===== config.mk =====
export PLATFORM = sky130hd
export DESIGN_NAME = fetch_unit_flat
export DESIGN_NICKNAME = d
export VERILOG_FILES = /design/src/rtl/fetch_unit_if.sv /design/src/rtl/fetch_unit.sv /design/src/flat_wrapper.sv
export SDC_FILE = /design/constraint.sdc
export NUM_CORES = 1
export LEC_CHECK = 0
export CAP_MARGIN = 10
export CORE_MARGIN = 8
export CORE_UTILIZATION = 47
export DETAILED_ROUTE_END_ITERATION = 16
export PLACE_DENSITY = 0.77
export SLEW_MARGIN = 25
export SYNTH_ARGS = -nofsm -noshare
export SYNTH_HDL_FRONTEND = slang
export SYNTH_SLANG_ARGS = --single-unit
export TNS_END_PERCENT = 5

===== constraint.sdc =====
create_clock -name clk -period 2.8 [get_ports clk]
set_input_delay 0.56 -clock clk [delete_from_list [all_inputs] [get_ports clk]]
set_output_delay 0.56 -clock clk [all_outputs]
set_load 0.02 [all_outputs]

===== src/rtl/fetch_unit_if.sv =====
// Bundles the instruction-memory and decode-side signals of the fetch stage.
// The master modport is the fetch unit; the slave modport is its environment.
interface fetch_unit_if;
    logic        imem_req;
    logic [31:0] imem_addr;
    logic [31:0] imem_rdata;
    logic        instr_valid;
    logic        instr_ready;
    logic [31:0] instr;
    logic [31:0] instr_pc;
    logic        redirect_valid;
    logic [31:0] redirect_pc;

    modport master (
        output imem_req,
        output imem_addr,
        input  imem_rdata,
        output instr_valid,
        input  instr_ready,
        output instr,
        output instr_pc,
        input  redirect_valid,
        input  redirect_pc
    );

    modport slave (
        input  imem_req,
        input  imem_addr,
        output imem_rdata,
        input  instr_valid,
        output instr_ready,
        input  instr,
        input  instr_pc,
        output redirect_valid,
        output redirect_pc
    );
endinterface


===== src/rtl/fetch_unit.sv =====
// Instruction fetch stage: issues word fetches to a 1-cycle-latency memory, buffers
// returned words with their PC and hands them to decode; a redirect flushes everything.
module fetch_unit #(
    parameter int          DEPTH    = 2,
    parameter logic [31:0] RESET_PC = 32'h0
) (
    input  logic          clk,
    input  logic          rst_n,
    fetch_unit_if.master  bus
);
    localparam int PW = $clog2(DEPTH);
    localparam int CW = PW + 1;

    typedef enum logic {IDLE, FETCH} state_t;

    state_t        r_state;
    state_t        w_stateNext;
    logic [31:0]   r_fetchPc;
    logic [31:0]   r_respPc;
    logic          r_respPending;
    logic [CW-1:0] r_count;
    logic [PW-1:0] r_rdPtr;
    logic [PW-1:0] r_wrPtr;
    logic [31:0]   r_bufInstr [DEPTH];
    logic [31:0]   r_bufPc    [DEPTH];

    logic          w_pop;
    logic          w_push;
    logic          w_issue;
    logic [CW:0]   w_occupancy;
    logic          w_unusedPcBits;

    assign w_pop          = (r_count != '0) && bus.instr_ready;
    assign w_push         = r_respPending && !bus.redirect_valid;
    assign w_occupancy    = {1'b0, r_count} + (CW+1)'(r_respPending) - (CW+1)'(w_pop);
    assign w_unusedPcBits = ^bus.redirect_pc[1:0];

    assign bus.imem_req    = w_issue;
    assign bus.imem_addr   = r_fetchPc;
    assign bus.instr_valid = (r_count != '0);
    assign bus.instr       = r_bufInstr[r_rdPtr];
    assign bus.instr_pc    = r_bufPc[r_rdPtr];

    always_ff @(posedge clk or negedge rst_n) begin
        if (!rst_n) r_state <= IDLE;
        else        r_state <= w_stateNext;
    end

    // A request goes out only if the word it returns is guaranteed a free buffer slot.
    always_comb begin
        w_stateNext = r_state;
        w_issue     = 1'b0;
        case (r_state)
            IDLE:    w_stateNext = FETCH;
            FETCH:   w_issue = !bus.redirect_valid && (w_occupancy < (CW+1)'(DEPTH));
            default: w_stateNext = IDLE;
        endcase
    end

    always_ff @(posedge clk or negedge rst_n) begin
        if (!rst_n) begin
            r_fetchPc     <= RESET_PC;
            r_respPc      <= 32'h0;
            r_respPending <= 1'b0;
        end else if (bus.redirect_valid) begin
            r_fetchPc     <= {bus.redirect_pc[31:2], 2'b00};
            r_respPending <= 1'b0;
        end else begin
            r_respPending <= w_issue;
            if (w_issue) begin
                r_respPc  <= r_fetchPc;
                r_fetchPc <= r_fetchPc + 32'd4;
            end
        end
    end

    // Pointers wrap naturally because DEPTH is a power of two.
    always_ff @(posedge clk or negedge rst_n) begin
        if (!rst_n) begin
            r_count <= '0;
            r_rdPtr <= '0;
            r_wrPtr <= '0;
            for (int i = 0; i < DEPTH; i++) begin
                r_bufInstr[i] <= 32'h0;
                r_bufPc[i]    <= 32'h0;
            end
        end else if (bus.redirect_valid) begin
            r_count <= '0;
            r_rdPtr <= '0;
            r_wrPtr <= '0;
        end else begin
            if (w_push) begin
                r_bufInstr[r_wrPtr] <= bus.imem_rdata;
                r_bufPc[r_wrPtr]    <= r_respPc;
                r_wrPtr             <= r_wrPtr + 1'b1;
            end
            if (w_pop) r_rdPtr <= r_rdPtr + 1'b1;
            r_count <= r_count + CW'(w_push) - CW'(w_pop);
        end
    end
endmodule


===== src/flat_wrapper.sv =====
// flat-port wrapper written by rule: the top's interface ports become plain ports
module fetch_unit_flat 
#(
    parameter int          DEPTH    = 2,
    parameter logic [31:0] RESET_PC = 32'h0
)
  (clk, rst_n, bus_imem_req, bus_imem_addr, bus_imem_rdata, bus_instr_valid, bus_instr_ready, bus_instr, bus_instr_pc, bus_redirect_valid, bus_redirect_pc);
  fetch_unit_if bus_i ();
  input  logic clk;
  input  logic rst_n;
  output wire logic [$bits(bus_i.imem_req)-1:0] bus_imem_req;
  output wire logic [$bits(bus_i.imem_addr)-1:0] bus_imem_addr;
  input wire logic [$bits(bus_i.imem_rdata)-1:0] bus_imem_rdata;
  output wire logic [$bits(bus_i.instr_valid)-1:0] bus_instr_valid;
  input wire logic [$bits(bus_i.instr_ready)-1:0] bus_instr_ready;
  output wire logic [$bits(bus_i.instr)-1:0] bus_instr;
  output wire logic [$bits(bus_i.instr_pc)-1:0] bus_instr_pc;
  input wire logic [$bits(bus_i.redirect_valid)-1:0] bus_redirect_valid;
  input wire logic [$bits(bus_i.redirect_pc)-1:0] bus_redirect_pc;
  assign bus_imem_req = bus_i.imem_req;
  assign bus_imem_addr = bus_i.imem_addr;
  assign bus_i.imem_rdata = bus_imem_rdata;
  assign bus_instr_valid = bus_i.instr_valid;
  assign bus_i.instr_ready = bus_instr_ready;
  assign bus_instr = bus_i.instr;
  assign bus_instr_pc = bus_i.instr_pc;
  assign bus_i.redirect_valid = bus_redirect_valid;
  assign bus_i.redirect_pc = bus_redirect_pc;
  fetch_unit #(.DEPTH(DEPTH), .RESET_PC(RESET_PC)) u_core (.clk(clk), .rst_n(rst_n), .bus(bus_i));
endmodule

==> metrics <==
pin count of the biggest net entering global routing=between 60 and 70; register area share after synthesis=0.557; dpl ws=-0.787 ns; endpoint class of the critical path=output pin; Final Total Pwr=roughly 0.012 W; post-DR vias/cell=5.41; cell area after synthesis=around 8500 um^2; final setup violation count=1; CP bufs+invs=2; Hold Path Class=in -> async; ANT cells=0; worst skew pair latency=between 0.4 and 0.5 ns; crit-path cells=or2_4, nand2_4, nor2_2, fa_1, nand2_2, or3_4, inv_2, buf_6; number of nets in the layout=945; io pins=~170; Tot GR Track Use=0.184; Critical Path Slowest Stage Cell=fa_1; die width=approximately 150 um; Peak VDD IR=0.000860 V; period utilisation layout=1.01; Crit path max-delay family=simple AND/OR/NAND/NOR gates; area delta synth->final=31.8%; area of placed instances=10700 um^2; Ys Warns=0; row count=~50; Startpoint Class=flop; failing checks=setup timing; CP arrival=2.28 ns; Max-Cap Viols=0; Critical Path RT=~2.2 ns; CTS root buf=clkbuf_16; first-pass GRT wire length=approximately 33 mm; Die H=151 um; WL/cell=roughly 18 um; GRT Residual Overflow=0; clock buffer depth=2; Syn Inst Count=between 600 and 700; Fin Setup TNS=-0.0372 ns; status=complete, but fails checks; fin. max-slew vios=0; area leader, netlist=dfrtp_1; Post-synth top flop=dfrtp_1; critical path type=reg -> out; Post-Layout Cell Count=1115; number of synthesized flops with an enable pin=0; CP Max Fanout=2; leakage=just over 5 nW; FF-to-FF End=u_core.bus.imem_addr[27]; main area contributors after synthesis=dfrtp_1 56%, mux2_2 25%, nand2_1 5.4%; reg2reg start=u_core.r_count[1]; Num CTS Buffers=17; CTS tree=done; Pre-Repair DR Iteration Count=5; Pwr per Cell Area=between 1000 and 1500 nW/um^2; Final Cell Area=11300 um^2; Clock transition at path regs=about 0.07 ns; Final min period=about 2.8 ns; DR iter-0 viols=340; count of buffers from port buffering=159; RSZ-0062 raised after global routing=true; worst setup margin=-0.0372 ns; vias in the first global route=about 6.3k; synth unique cells=42; clock sink count=190; normalized max-slew margin=0.592; via count=just over 6k; Total Wirelength=just over 20 mm; clk_skew=0.00925 ns; layout cells sized above 1=0.308; Die ar.=roughly 23000 um^2; Core Box Area=17900 um^2; final hold viol count=0; DRC=0; hold buffers post-CTS=0; Synth Register Bits=190; hpwl dp=14.6 mm; placed cells=between 1k and 1.5k; Post-synth ARST share=1.00; Starting Density=0.477; flop2flop setup slack=~0.020 ns; fillers=1405; Synth top area share=0.557; worst-margin pin slew=about 0.61 ns; routability congestion estimate=0.817; CP peak stage delay=a little under 0.5 ns; antenna viol nets, final=0; initial antenna violation count=0; fmax=around 0.35 GHz; Syn Area/Cell=12.3 um^2; path depth of the worst reg2reg path=11; H-tree depth=4
## stage by stage
step | hold WS, ns | utilization
2_1_floorplan | 0.264 | -
3_3_place_gp | 0.480 | 0.597
3_5_place_dp | 0.486 | 0.597
4_1_cts | 0.143 | 0.629
5_1_grt | 0.147 | 0.629
6_report | 0.128 | 0.629
## how the worst max path moves through the flow
stage                      startpoint            to  slack (ns)  cells past startpoint
global placement      bus_instr_ready  bus_imem_req       -0.75                      8
finish              u_core.r_count[1]  bus_imem_req       -0.04                      8
detailed placement    bus_instr_ready  bus_imem_req       -0.79                      8
floorplan           u_core.r_count[1]  bus_imem_req       -0.09                     11
CTS                 u_core.r_count[0]  bus_imem_req       -0.09                      8
global route        u_core.r_count[1]  bus_imem_req       -0.14                      8
## worst register-to-register path, delay by kind of cell, from the launching register on
| kind | cells | cell delay (ns) |
|---|---|---|
| and+or+nand+nor | 6 | 0.97 |
| adders and majority gates | 1 | 0.49 |
| AOI/OAI and AO/OA | 2 | 0.47 |
| DFF | 1 | 0.38 |
| buffers and inverters | 2 | 0.36 |
## layout make-up
cell class                 instances  area, um^2  share of cell area
multi-input combinational        455        3590               0.319
clock buffer                      17         425              0.0378
sequential                       190        4760               0.423
timing repair buffer             198        2030               0.180
tap                              229         287              0.0255
clock inverter                    15         128              0.0113
inverter                          11        41.3             0.00367
## power breakdown
group          internal (W)  total (W)  switching, W
combinational       0.00295    0.00551       0.00256
sequential          0.00382    0.00456      0.000745
clock               0.00117    0.00225       0.00109
## synthesized netlist by cell type (6+ instances only)
library cell / instances
nor2_1: 18
dfrtp_1: 190
o21ai_0: 13
o211ai_1: 7
buf_2: 11
buf_4: 7
nand4_1: 10
a221o_1: 6
nand2_1: 123
clkbuf_1: 16
mux2_2: 187
o311ai_0: 15
buf_1: 7
inv_1: 10
and3_1: 6
nand3_1: 12
## registers in the layout, indices dropped and copies added, names as in the netlist
signal and flops:
u_core.r_wrPtr 1, u_core.r_bufPc 60, u_core.r_respPending 1, u_core.r_rdPtr 1, u_core.r_respPc 30, u_core.r_bufInstr 64, u_core.r_count 2, u_core.bus.imem_addr 30
u_core.r_state 1
## logic make-up after synthesis
family,share of synthesized area
other,0.000879
XOR/XNOR,0.00718
flip-flops,0.557
adder cells (fa/ha/maj),0.00674
AO/OA/AOI/OAI,0.0497
AND/OR/NAND/NOR,0.100
multiplexers,0.251
buffers and inverters,0.0275
## repair_timing
action | 4_1_cts | 5_1_grt
resized for setup | 8 | 1
gates cloned | 0 | 0
pin swaps | 4 | 2
endpoints found under the setup margin | 22 | 38
buffers inserted | 1 | 0
## layer usage
metal	track usage	part of all wire	wire length, um	vias to the layer above
met2	0.282	0.46	9340	211
met4	0.0534	0.014	273	0
met5	0	0	0	-
li1	-	-	-	2811
met3	0.0526	0.073	1480	15
met1	0.249	0.45	9120	2999
## cell usage in the layout (no fill, tap or decap), types with 4 or more instances in the layout
| cell | instances |
|---|---|
| buf_4 | 28 |
| nand3_1 | 12 |
| and3_1 | 6 |
| mux2i_1 | 4 |
| xor2_1 | 4 |
| clkbuf_16 | 17 |
| dfrtp_1 | 189 |
| nor4_1 | 5 |
| mux2_2 | 187 |
| buf_12 | 11 |
| clkdlybuf4s50_1 | 156 |
| conb_1 | 5 |
| o211ai_1 | 7 |
| nor2_1 | 17 |
| inv_1 | 10 |
| o21ai_0 | 13 |
| nor3_1 | 5 |
| nand4_1 | 10 |
| o311ai_0 | 15 |
| a221o_1 | 6 |
| inv_6 | 4 |
| nand2_1 | 120 |
Note: power is estimated with default switching activity, not from simulation.
